$ cat src/rtl/hash_stream_master.sv
// Host-side initiator for the hash-table stream interface.
// It packs each host command into a request word and sends it to the table through a
// one-entry request register. A credit counter tracks requests that have no response yet,
// and new commands are throttled so the response FIFO can never overflow.
module hash_stream_master #(
    parameter int unsigned DATA_WIDTH      = 64,
    parameter int unsigned KEY_WIDTH       = 30,
    parameter int unsigned VALUE_WIDTH     = 32,
    parameter int unsigned FIFO_DEPTH      = 4,
    parameter int unsigned MAX_OUTSTANDING = 4,
    localparam int unsigned OW             = $clog2(MAX_OUTSTANDING + 1),
    localparam int unsigned AW             = $clog2(FIFO_DEPTH)
) (
    input  logic                   clk,
    input  logic                   reset,
    input  logic                   cmd_valid_i,
    output logic                   cmd_ready_o,
    input  logic [1:0]             cmd_op_i,
    input  logic [KEY_WIDTH-1:0]   cmd_key_i,
    input  logic [VALUE_WIDTH-1:0] cmd_value_i,
    output logic                   tx_valid_o,
    input  logic                   tx_ready_i,
    output logic [DATA_WIDTH-1:0]  tx_data_o,
    input  logic                   rx_valid_i,
    output logic                   rx_ready_o,
    input  logic [DATA_WIDTH-1:0]  rx_data_i,
    output logic                   rsp_valid_o,
    input  logic                   rsp_ready_i,
    output logic [DATA_WIDTH-1:0]  rsp_data_o,
    output logic [OW-1:0]          outstanding_o,
    output logic                   idle_o,
    output logic                   err_unexp_o
);

    logic                  r_tx_valid;
    logic [DATA_WIDTH-1:0] r_tx_data;
    logic [OW-1:0]         r_outstanding;
    logic                  r_err;
    logic [DATA_WIDTH-1:0] r_mem [FIFO_DEPTH];
    logic [AW-1:0]         r_wptr;
    logic [AW-1:0]         r_rptr;
    logic [AW:0]           r_count;

    logic w_full;
    logic w_empty;
    logic w_credit_ok;
    logic w_cmd_acc;
    logic w_tx_hs;
    logic w_rx_hs;
    logic w_pop;

    // Handshake and status decode from registered state and current inputs
    always_comb begin
        w_full      = (r_count == (AW + 1)'(FIFO_DEPTH));
        w_empty     = (r_count == '0);
        // A word still sitting in the request register already holds a credit
        w_credit_ok = (32'(r_outstanding) + 32'(r_tx_valid)) < MAX_OUTSTANDING;
        cmd_ready_o = reset & (~r_tx_valid | tx_ready_i) & w_credit_ok;
        rx_ready_o  = reset & ~w_full;
        w_cmd_acc   = cmd_valid_i & cmd_ready_o;
        w_tx_hs     = r_tx_valid & tx_ready_i;
        w_rx_hs     = rx_valid_i & rx_ready_o;
        w_pop       = ~w_empty & rsp_ready_i;
    end

    // Request register: load on accept, clear on send, otherwise hold stable
    always_ff @(posedge clk or negedge reset) begin
        if (!reset) begin
            r_tx_valid <= 1'b0;
            r_tx_data  <= '0;
        end else if (w_cmd_acc) begin
            r_tx_valid <= 1'b1;
            r_tx_data  <= {cmd_op_i, cmd_key_i, cmd_value_i};
        end else if (w_tx_hs) begin
            r_tx_valid <= 1'b0;
        end
    end

    // Credit counter and sticky unexpected-response flag
    always_ff @(posedge clk or negedge reset) begin
        if (!reset) begin
            r_outstanding <= '0;
            r_err         <= 1'b0;
        end else begin
            if (w_tx_hs && !w_rx_hs) begin
                r_outstanding <= r_outstanding + OW'(1);
            end else if (w_rx_hs && !w_tx_hs && (r_outstanding != '0)) begin
                r_outstanding <= r_outstanding - OW'(1);
            end
            // The word is still stored; only the flag records the protocol slip
            if (w_rx_hs && (r_outstanding == '0)) begin
                r_err <= 1'b1;
            end
        end
    end

    // Response FIFO storage; contents need no reset because the output is gated by empty
    always_ff @(posedge clk) begin
        if (w_rx_hs) begin
            r_mem[r_wptr] <= rx_data_i;
        end
    end

    // Response FIFO pointers and occupancy; pointers wrap naturally at the power-of-two depth
    always_ff @(posedge clk or negedge reset) begin
        if (!reset) begin
            r_wptr  <= '0;
            r_rptr  <= '0;
            r_count <= '0;
        end else begin
            if (w_rx_hs) begin
                r_wptr <= r_wptr + AW'(1);
            end
            if (w_pop) begin
                r_rptr <= r_rptr + AW'(1);
            end
            if (w_rx_hs && !w_pop) begin
                r_count <= r_count + (AW + 1)'(1);
            end else if (w_pop && !w_rx_hs) begin
                r_count <= r_count - (AW + 1)'(1);
            end
        end
    end

    // Output mapping
    always_comb begin
        tx_valid_o    = r_tx_valid;
        tx_data_o     = r_tx_data;
        rsp_valid_o   = ~w_empty;
        rsp_data_o    = w_empty ? '0 : r_mem[r_rptr];
        outstanding_o = r_outstanding;
        err_unexp_o   = r_err;
        idle_o        = ~r_tx_valid & (r_outstanding == '0) & w_empty;
    end

endmodule
$ cat config.mk
export PLATFORM = sky130hd
export DESIGN_NAME = hash_stream_master
export DESIGN_NICKNAME = d
export VERILOG_FILES = /design/src/rtl/hash_stream_master.sv
export SDC_FILE = /design/constraint.sdc
export NUM_CORES = 1
export LEC_CHECK = 0
export ABC_AREA = 1
export BUFFER_PORTS_ARGS = -buffer_cell sky130_fd_sc_hd__buf_2
export CAP_MARGIN = 25
export CORE_ASPECT_RATIO = 1.5
export CORE_MARGIN = 2
export CORE_UTILIZATION = 28
export DETAILED_ROUTE_END_ITERATION = 6
export MAX_ROUTING_LAYER = met4
export PLACE_DENSITY = 0.56
export SYNTH_ARGS = -nofsm -noshare
export SYNTH_HDL_FRONTEND = slang
export SYNTH_SLANG_ARGS = --single-unit
$ cat constraint.sdc
create_clock -name clk -period 4.15 [get_ports clk]
set_clock_uncertainty 0.05 [all_clocks]
set_input_delay 0.415 -clock clk [delete_from_list [all_inputs] [get_ports clk]]
set_output_delay 0.415 -clock clk [all_outputs]
set_load 0.005 [all_outputs]
==> run_results.csv, run 1 <==
group,metric,value,unit
run_status,status,"finished clean",
die,pin_count,271,
critical_path,r2r_slack,1.87,ns
place,dp_hpwl,20.6,mm
sta,period_needed,3.03,ns
die,initial_core_util,0.282,
die,rows,97,
drt,wire_per_inst,17.0,um
sta,hold_viol,0,
die,core_area,0.0465,mm^2
sta,max_slew_margin,0.358,
global_route,grt_pass1_vias,9141,
synth,synth-warning-count,0,
sta,slew_viol_final,0,
synth,synth.distinct_cells,28,
drt,viasPerCell,4.55,
drt,vias,9068,
critical_path,crit_path_top_delay_cell,"dfrtp_4",
sta,setup-tns-final,0,ns
clocking,cts_setup_buffers,0,
synth,synth_area_leaders,"edfxtp_1 (59%), dfrtp_1 (15%), nor2_1 (7.6%)",
critical_path,crit_fanout,84,
power_and_ir_drop,p_leak,6.49,nW
finish,area_delta_synth_final,23.6,%
place,dpl.cell_count,1922,
synth,synth_ff_type,"edfxtp_1",
drt,wl,33.9,mm
sta,max_freq,330,MHz
synth,yosys.area.top_type,"edfxtp_1",
drt,first_pass_iters,5,
critical_path,crit_chain,"clkinv_2, buf_12, o21ai_0, a21oi_1, buf_2",
critical_path,slowest_delay,0.78,ns
synth,synthCells,1109,
global_route,gr-total-overflow,0,
critical_path,start_kind,"flop",
critical_path,worstPathArrival,2.56,ns
synth,syn_avg_cell_area,11.8,um^2
synth,netlist_top_cells_count,"nor2_1 (264), edfxtp_1 (256), nand2_1 (141)",
synth,synth-seq-cells,332,
clocking,cts_buffers,35,
synth,synth_top_area_frac,0.586,
hold_path,hp-class,"input pin to flop",
clocking,clk_pin_slew,0.06,ns
job,drv_cap,0,
synth,ys_seq_area_frac,0.731,
die,die_h,269,um
place,gp_congestion,0.773,
drt,ant_nets,0,
die,die_w,181,um
critical_path,worstPathRequired,3.68,ns
synth,post-synth-top-count-cell,"nor2_1",
clocking,clockBufferDepth,3,
global_route,grt_antenna_before_repair,6,
synth,synth-edff-count,256,
finish,drive_gt1_frac,0.254,
place,portBuffers,270,
clocking,postCtsHoldBufs,1,
clocking,cts_tree,"done",
synth,syn-cell-area,0.0131,mm^2
drt,drcViolationCount,0,
synth,synth_nets,1250,
clocking,insertion_delay,0.51,ns
critical_path,path_class,"flop to output port",
place,preCtsSetupSlack,1.51,ns
finish,fin_nets,1508,
power_and_ir_drop,p_per_area,699,mW/mm^2
drt,drtIter0Drc,452,
sta,fin_crit_sh,0.730,
finish,finalNonFillerCells,1991,
clocking,htreeDepth,2,
die,die_area,0.0486,mm^2
global_route,track_usage,0.141,
global_route,grt_max_degree,86,
clocking,clock-root-buffer,"clkbuf_16",
sta,setup_violations,0,
synth,synthArstFlopShare,0.229,
critical_path,end_kind,"output port",
global_route,grt_pass1_wl,51.5,mm
sta,rsz0062_at_grt,"no",
power_and_ir_drop,vdd_drop_max,0.382,mV
clocking,clkSinkCount,332,
clocking,cts_resized,0,
sta,worst_slew_pin_slew,0.963,ns
sta,setup_slack,1.12,ns
==> cells in the final DEF (no fill, tap or decap), drive strengths merged, types with 2 or more instances in the layout <==
cell	count
a21oi	67
buf	288
clkbuf	45
clkinv	15
dfrtp	76
diode	6
edfxtp	256
fa	2
ha	5
inv	16
nand2	142
nand3	66
nor2	265
o21ai	135
xor2	4
==> power by group <==
part           internal, mW  switching (mW)
Clock                  1.72            1.25
Combinational          1.45            2.36
Sequential             4.22           0.334
Total                  7.39            3.94
==> cells by family after synthesis <==
logic type / after synthesis / synth area share
AO/OA/AOI/OAI: 203 / 0.0780
AND/OR/NAND/NOR: 476 / 0.144
XOR/XNOR: 5 / 0.00334
flip-flops: 332 / 0.731
buffers and inverters: 85 / 0.0348
adder cells (fa/ha/maj): 7 / 0.00782
multiplexers: 1 / 0.000859
==> metrics by stage <==
step / cell area (um^2) / power (mW) / hold WS (ns) / utilization
final: 16200 / 11.3 / 0.0585 / 0.349
after global routing: 16200 / 12.1 / 0.0325 / 0.349
after CTS: 16200 / 11.5 / 0.0298 / 0.348
after detailed placement: 15100 / 8.51 / 0.283 / 0.325
after global placement: 15000 / 8.45 / 0.278 / 0.324
after floorplan: 13100 / 6.77 / 0.0694 / -
==> critical path: cells and delay by family (launching register included) <==
kind	cells	cell delay, ns
AOI/OAI and AO/OA	2	0.36
DFF	1	0.78
buffers and inverters	3	0.83
==> worst paths after layout <==
kind	startpoint	to	cells after the start
setup / recovery	r_rptr[0]	rsp_data_o[21]	5
max in group asynchronous	reset	r_rptr[0]	3
setup reg to reg	r_count[0]	r_count[2]	10
hold / removal	rx_data_i[8]	r_mem[3][8]	1
min in group asynchronous	reset	tx_data_o[3]	2
hold reg to reg	tx_data_o[37]	tx_data_o[37]	2
==> sequential cells by signal, summed over array words and instances, names as in the netlist <==
signal,cells
tx_data_o,64
r_wptr,2
r_mem,256
tx_valid_o,1
err_unexp_o,1
r_count,3
outstanding_o,3
r_rptr,2
==> layout make-up <==
| class | count | area (um^2) |
|---|---|---|
| flip-flops and latches | 332 | 9590 |
| inverters | 17 | 65.1 |
| repair buffers | 289 | 1610 |
| diodes | 6 | 15.0 |
| fillers | 4607 | 30300 |
| clock inverters | 16 | 105 |
| well taps | 594 | 743 |
| multi-input cells | 692 | 3110 |
| clock buffers | 45 | 976 |
==> metal layers <==
metal | up-vias | global-route usage | wire length (um)
li1 | 4338 | - | -
met1 | 4360 | 0.157 | 13400
met2 | 308 | 0.244 | 17200
met3 | 62 | 0.0335 | 2250
met4 | 0 | 0.0554 | 1050
met5 | - | - | 0
No activity file was read; power rests on OpenSTA's default activity.
==> run 2, diff against run 1 <==
--- a/config.mk
+++ b/config.mk
@@ -5,7 +5,7 @@
 export SDC_FILE = /design/constraint.sdc
 export NUM_CORES = 1
 export LEC_CHECK = 0
-export ABC_AREA = 1
+export ABC_AREA = 0
 export BUFFER_PORTS_ARGS = -buffer_cell sky130_fd_sc_hd__buf_2
 export CAP_MARGIN = 25
 export CORE_ASPECT_RATIO = 1.5
@@ -13,7 +13,7 @@
 export CORE_UTILIZATION = 28
 export DETAILED_ROUTE_END_ITERATION = 6
 export MAX_ROUTING_LAYER = met4
-export PLACE_DENSITY = 0.56
+export PLACE_DENSITY = 0.54
 export SYNTH_ARGS = -nofsm -noshare
 export SYNTH_HDL_FRONTEND = slang
 export SYNTH_SLANG_ARGS = --single-unit
==> constraint.sdc (replaced) <==
create_clock -name clk -period 3.15 [get_ports clk]
set_clock_uncertainty 0.05 [all_clocks]
set_input_delay 0.315 -clock clk [delete_from_list [all_inputs] [get_ports clk]]
set_output_delay 0.315 -clock clk [all_outputs]
set_load 0.005 [all_outputs]
==> run 2 against run 1 <==
Effect of this change:
- sequential share of layout area down 4.4 points
- register-to-register slack worse by 1.1 ns
- combinational power is 22% higher
- sequential power grew 36%
- final area grew 8.1%
- cell count fell by 17%
- critical path depth fell by 1
- via count is 20% lower
- die area is 1.3% lower
- power is 30% higher
- clock power is 32% higher
- critical endpoint is now rsp_data_o[24]
- largest cell class unchanged
- highest routed layer unchanged
==> run_results.csv, run 2 <==
group,metric,value,unit
sta,setup-tns-final,0,ns
synth,synthArstFlopShare,0.229,
sta,fin_crit_sh,0.882,
clocking,clkSinkCount,332,
global_route,track_usage,0.129,
place,postPlaceCellArea,0.0151,mm^2
power_and_ir_drop,p_per_area,843,mW/mm^2
synth,synth.distinct_cells,37,
clocking,htreeDepth,2,
sta,hold_viol,0,
synth,synth-edff-count,256,
clocking,cts_tree,"done",
synth,synth-seq-cells,332,
finish,fill_cells,4246,
die,die_w,180,um
critical_path,end_kind,"output port",
power_and_ir_drop,power_frac_seq,0.420,
power_and_ir_drop,vdd_drop_max,0.439,mV
sta,max_slew_margin,0.430,
power_and_ir_drop,p_sw,4.16,mW
finish,largest_reg_flops,256,
sta,period_needed,2.78,ns
place,dp_hpwl,18.4,mm
job,drv_cap,0,
sta,worst_slew_pin_slew,0.855,ns
global_route,grt_max_degree,68,
global_route,grt_pass1_vias,8163,
synth,ys_seq_area_frac,0.741,
finish,drive_gt1_frac,0.444,
sta,rsz0062_at_grt,"no",
sta,hold_ws,0.0771,ns
critical_path,path_class,"flop to output port",
finish,final_common_cell,"buf_2",
die,initial_core_util,0.283,
synth,post-synth-top-count-cell,"edfxtp_1",
synth,synth_area_leaders,"edfxtp_1 (59%), dfrtp_1 (15%), mux4_2 (11%)",
hold_path,hp-class,"input pin to flop",
drt,drtIter0Drc,322,
sta,setup_violations,0,
drt,drcViolationCount,0,
critical_path,start_kind,"flop",
clocking,clock-root-buffer,"clkbuf_16",
clocking,insertion_delay,0.51,ns
synth,syn_avg_cell_area,21.1,um^2
clocking,cts_buffers,35,
synth,syn-cell-area,0.0129,mm^2
power_and_ir_drop,power,14.8,mW
die,core_area,0.0458,mm^2
synth,netlist_top_cells_count,"edfxtp_1 (256), dfrtp_1 (76), and2_1 (65)",
synth,synth_ff_type,"edfxtp_1",
drt,wire_per_inst,18.1,um
global_route,grt_antenna_before_repair,0,
critical_path,worstPathRequired,2.78,ns
place,gp_congestion,0.704,
run_status,status,"finished clean",
sta,slew_viol_final,0,
synth,yosys.area.top_type,"edfxtp_1",
sta,max_freq,360,MHz
power_and_ir_drop,internal-power,10.6,mW
global_route,grt_pass1_wl,46.4,mm
finish,final_cell_mix,"buf_2 (269), edfxtp_1 (256), dlygate4sd3_1 (130)",
drt,first_pass_iters,4,
clocking,clockBufferDepth,3,
drt,vias,7218,
die,pin_count,271,
finish,final_util,0.383,
place,portBuffers,270,
die,rows,96,
drt,wl,30.0,mm
clocking,clk_pin_slew,0.06,ns
power_and_ir_drop,p_leak,6.78,nW
synth,synth_nets,754,
synth,synth_top_area_frac,0.594,
critical_path,worstPathArrival,2.41,ns
die,die_h,267,um
drt,viasPerCell,4.37,
power_and_ir_drop,clock_power_share,0.266,
finish,fin_nets,1181,
die,die_area,0.0480,mm^2
drt,ant_nets,0,
synth,synthCells,613,
finish,area_delta_synth_final,35.4,%
global_route,gr-total-overflow,0,
clocking,cts_setup_buffers,0,
finish,largest_register,"r_mem",
power_and_ir_drop,swShare,0.281,
power_and_ir_drop,pwr-share-comb,0.315,
synth,synth-warning-count,0,
critical_path,crit_fanout,20,
finish,stdcell_area,0.0175,mm^2
[run 2: changes by cell type after synthesis, moves of 10 or more]
cell,change
nor2_1,-260
nand2_1,-135
o21ai_0,-124
a21oi_1,-67
and2_1,+65
mux4_2,+64
nand3_1,-62
mux2_4,+49
buf_4,-17
mux2_2,+15
buf_2,-10
[run 2: cell families (layout without fill, tap and decap cells)]
kind of cell / Yosys count / after routing / share of synthesized area
adders and majority gates: 7 / 7 / 0.00793
AOI/OAI and AO/OA: 14 / 14 / 0.00773
muxes: 130 / 130 / 0.183
and+or+nand+nor: 90 / 90 / 0.0415
buffers and inverters: 34 / 485 / 0.0152
other: 0 / 1 / 0
DFF: 332 / 332 / 0.741
xor gates and xnor gates: 6 / 6 / 0.00406
[run 2: cell type report]
| type | instances | area [um^2] | area share |
|---|---|---|---|
| clock buffers | 45 | 956 | 0.0545 |
| inverters | 5 | 18.8 | 0.00107 |
| flip-flops and latches | 332 | 9600 | 0.547 |
| diodes | 1 | 2.50 | 0.000143 |
| well taps | 588 | 736 | 0.0420 |
| multi-input cells | 247 | 3190 | 0.182 |
| repair buffers | 419 | 2910 | 0.166 |
| clock inverters | 16 | 123 | 0.00699 |
[run 2: path summary, 6_finish.rpt]
path	start	endpoint	slack, ns	depth (start not counted)
worst min register to register	err_unexp_o	err_unexp_o	0.41	1
max in group asynchronous	reset	r_rptr[0]	1.71	3
worst max register to register	r_count[1]	r_count[1]	0.76	7
worst max-delay path	r_rptr[0]	rsp_data_o[24]	0.37	4
worst min-delay path	rsp_ready_i	r_rptr[1]	0.08	3
min in group asynchronous	reset	tx_data_o[13]	0.16	2
[run 2: what timing repair did]
action                                 in CTS  in global routing
endpoints found under the hold margin     333                  0
hold buffers                              130                  0
gates resized for setup                     0                  0
[run 2: routing by layer]
layer	wire length, um	track usage	share of wire	up-vias
li1	-	-	-	3255
met1	12200	0.147	0.41	3685
met2	15700	0.229	0.52	234
met3	1520	0.0272	0.051	44
met4	640	0.0367	0.021	0
met5	0	-	0	-
[run 2: through the flow]
stage,std cells,setup WS (ns)
after floorplan,613,0.362
final,1653,0.371
after CTS,1652,0.243
after global placement,1461,0.775
after global routing,1652,0.196
after detailed placement,1461,0.655
[run 2: critical path: stages (launching register included)]
cell	delay [ns]
dfrtp_4	0.74
buf_4	0.33
mux4_2	0.52
and2_1	0.18
buf_2	0.13
[run 2: power by group through the flow]
stage | registers (mW) | clock network [mW] | logic [mW]
after global routing | 6.32 | 4.27 | 5.11
final | 6.20 | 3.93 | 4.65
after detailed placement | 6.28 | 0 | 4.67
after floorplan | 6.06 | 0 | 2.81
after CTS | 6.22 | 4.10 | 4.80
after global placement | 6.27 | 0 | 4.64
==> run 3, diff against run 2 <==
--- a/config.mk
+++ b/config.mk
@@ -8,12 +8,14 @@
 export ABC_AREA = 0
 export BUFFER_PORTS_ARGS = -buffer_cell sky130_fd_sc_hd__buf_2
 export CAP_MARGIN = 25
+export CELL_PAD_IN_SITES_DETAIL_PLACEMENT = 1
+export CELL_PAD_IN_SITES_GLOBAL_PLACEMENT = 2
 export CORE_ASPECT_RATIO = 1.5
 export CORE_MARGIN = 2
 export CORE_UTILIZATION = 28
 export DETAILED_ROUTE_END_ITERATION = 6
 export MAX_ROUTING_LAYER = met4
-export PLACE_DENSITY = 0.54
+export PLACE_DENSITY = 0.66
 export SYNTH_ARGS = -nofsm -noshare
 export SYNTH_HDL_FRONTEND = slang
 export SYNTH_SLANG_ARGS = --single-unit
==> run 3 against run 2 <==
Effect of this change:
- first-iteration DRC count fell by 10%
- maximum frequency down 1.4%
- global-route usage grew 0.54 points
- highest routed layer unchanged
- power barely moved
- critical path depth unchanged
- sequential power about the same
- flip-flop and latch count stayed put
==> run_results.csv, run 3 (same netlist as run 2, synthesis figures left out) <==
group,metric,value,unit
place,portBuffers,270,
global_route,grt_max_degree,68,
sta,max_slew_margin,0.516,
power_and_ir_drop,vdd_drop_max,0.467,mV
critical_path,end_kind,"output port",
die,rows,96,
power_and_ir_drop,internal-power,10.6,mW
clocking,htreeDepth,2,
die,initial_core_util,0.283,
drt,vias,7192,
finish,largest_reg_flops,256,
die,core_area,0.0458,mm^2
critical_path,worstPathArrival,2.45,ns
power_and_ir_drop,power,14.8,mW
clocking,clk_pin_slew,0.06,ns
finish,final_cell_mix,"buf_2 (269), edfxtp_1 (256), dlygate4sd3_1 (127)",
power_and_ir_drop,p_sw,4.21,mW
die,die_h,267,um
place,dp_hpwl,19.3,mm
critical_path,crit_chain,"buf_12, mux4_2, and2_1, buf_2",
run_status,status,"finished clean",
die,pin_count,271,
power_and_ir_drop,clock_power_share,0.266,
global_route,gr-total-overflow,0,
sta,setup_violations,0,
finish,register_area,0.00960,mm^2
critical_path,worstPathRequired,2.78,ns
finish,area_delta_synth_final,34.7,%
global_route,grt_antenna_before_repair,6,
drt,ant_nets,0,
sta,slew_viol_final,0,
global_route,grt.busiest_layer,"met2",
drt,drcViolationCount,0,
finish,largest_register,"r_mem",
job,drv_cap,0,
critical_path,slowest_delay,0.72,ns
power_and_ir_drop,swShare,0.285,
finish,final_common_cell,"buf_2",
sta,hold_viol,0,
global_route,met1_usage,0.144,
drt,wire_per_inst,18.8,um
power_and_ir_drop,pwr-share-comb,0.314,
critical_path,crit_path_top_delay_cell,"dfrtp_4",
die,die_area,0.0480,mm^2
sta,fin_crit_sh,0.894,
place,gp_congestion,0.723,
drt,wl,31.0,mm
power_and_ir_drop,power_frac_seq,0.420,
global_route,track_usage,0.134,
sta,period_needed,2.82,ns
sta,worst_slew_pin_slew,0.725,ns
die,die_w,180,um
clocking,clock-root-buffer,"clkbuf_16",
drt,viasPerCell,4.36,
drt,drtIter0Drc,289,
clocking,clkSinkCount,332,
critical_path,crit_fanout,32,
clocking,cts_tree,"done",
finish,fin_nets,1173,
global_route,grt.met2_usage,0.247,
critical_path,start_kind,"flop",
sta,max_freq,355,MHz
sta,rsz0062_at_grt,"no",
clocking,cts_buffers,35,
global_route,grt_pass1_wl,48.1,mm
clocking,insertion_delay,0.52,ns
finish,drive_gt1_frac,0.441,
finish,multi_input_area,0.00319,mm^2
sta,setup-tns-final,0,ns
power_and_ir_drop,p_per_area,847,mW/mm^2
global_route,grt_pass1_vias,8353,
clocking,cts_setup_buffers,0,
drt,first_pass_iters,4,
hold_path,hp-class,"input pin to flop",
power_and_ir_drop,p_leak,6.73,nW
clocking,clockBufferDepth,3,
finish,fill_cells,4585,
global_route,grt_use_met3,0.0291,
critical_path,path_class,"flop to output port",
==> run 3: changes by cell type in the layout (fill, tap and decap cells not counted), sizes merged <==
| cell | delta |
|---|---|
| buf | -5 |
| diode | +5 |
| clkbuf | -3 |
| dlygate4sd3 | -3 |
| clkinv | +2 |
| bufinv | +1 |
| clkinvlp | -1 |
| inv | +1 |
==> run 3: final timing paths <==
check / from / endpoint / slack [ns] / cells past startpoint
worst max register to register: r_count[0] / r_count[1] / 0.75 / 7
worst min register to register: err_unexp_o / err_unexp_o / 0.41 / 1
max in group asynchronous: reset / r_rptr[1] / 1.69 / 4
min in group asynchronous: reset / err_unexp_o / 0.37 / 3
worst max-delay path: r_rptr[0] / rsp_data_o[56] / 0.33 / 4
worst min-delay path: cmd_key_i[12] / tx_data_o[44] / 0.03 / 2
==> run 3: timing repair <==
item                                    in CTS  in global routing
endpoints found under the hold margin      349                  0
resized for setup                            0                  0
endpoints found under the setup margin       0                  0
hold buffers                               127                  0
==> run 3: area by class of cell <==
| type | instances | area share |
|---|---|---|
| clock inverter | 19 | 0.00968 |
| clock buffer | 42 | 0.0517 |
| sequential | 332 | 0.550 |
| antenna | 6 | 0.000861 |
| multi-input combinational | 247 | 0.183 |
| tap | 588 | 0.0422 |
| inverter | 5 | 0.00108 |
| timing repair buffer | 411 | 0.162 |
==> run 3: through the flow <==
stage	std cells	utilization	setup WS, ns	hold WS, ns	instance area [um^2]
finish	1650	0.381	0.333	0.0309	17400
global route	1650	0.381	0.138	0.0119	17400
CTS	1644	0.381	0.208	0.00720	17400
detailed placement	1456	0.330	0.742	0.382	15100
global placement	1456	0.330	0.770	0.384	15100
floorplan	613	-	0.362	-0.0306	12900
==> run 3: worst max-delay path: cells and delay by family, from the launching register on <==
family / cells / cell delay [ns]
flip-flops: 1 / 0.72
buffers and inverters: 2 / 0.46
multiplexers: 1 / 0.53
AND/OR/NAND/NOR: 1 / 0.19
==> run 3: power by group through the flow <==
stage / Clock (mW) / Sequential, mW / Combinational [mW]
2_1_floorplan: 0 / 6.06 / 2.81
3_3_place_gp: 0 / 6.27 / 4.63
3_5_place_dp: 0 / 6.29 / 4.67
4_1_cts: 4.08 / 6.24 / 4.79
5_1_grt: 4.23 / 6.33 / 5.09
6_report: 3.94 / 6.20 / 4.63
==> run 3: layer usage <==
metal  vias up  share of wire  wire length [um]
met5         -              0                 0
met4         0          0.024               731
met3        46          0.053              1640
met2       232           0.54             16800
met1      3673           0.38             11800
li1       3241              -                 -
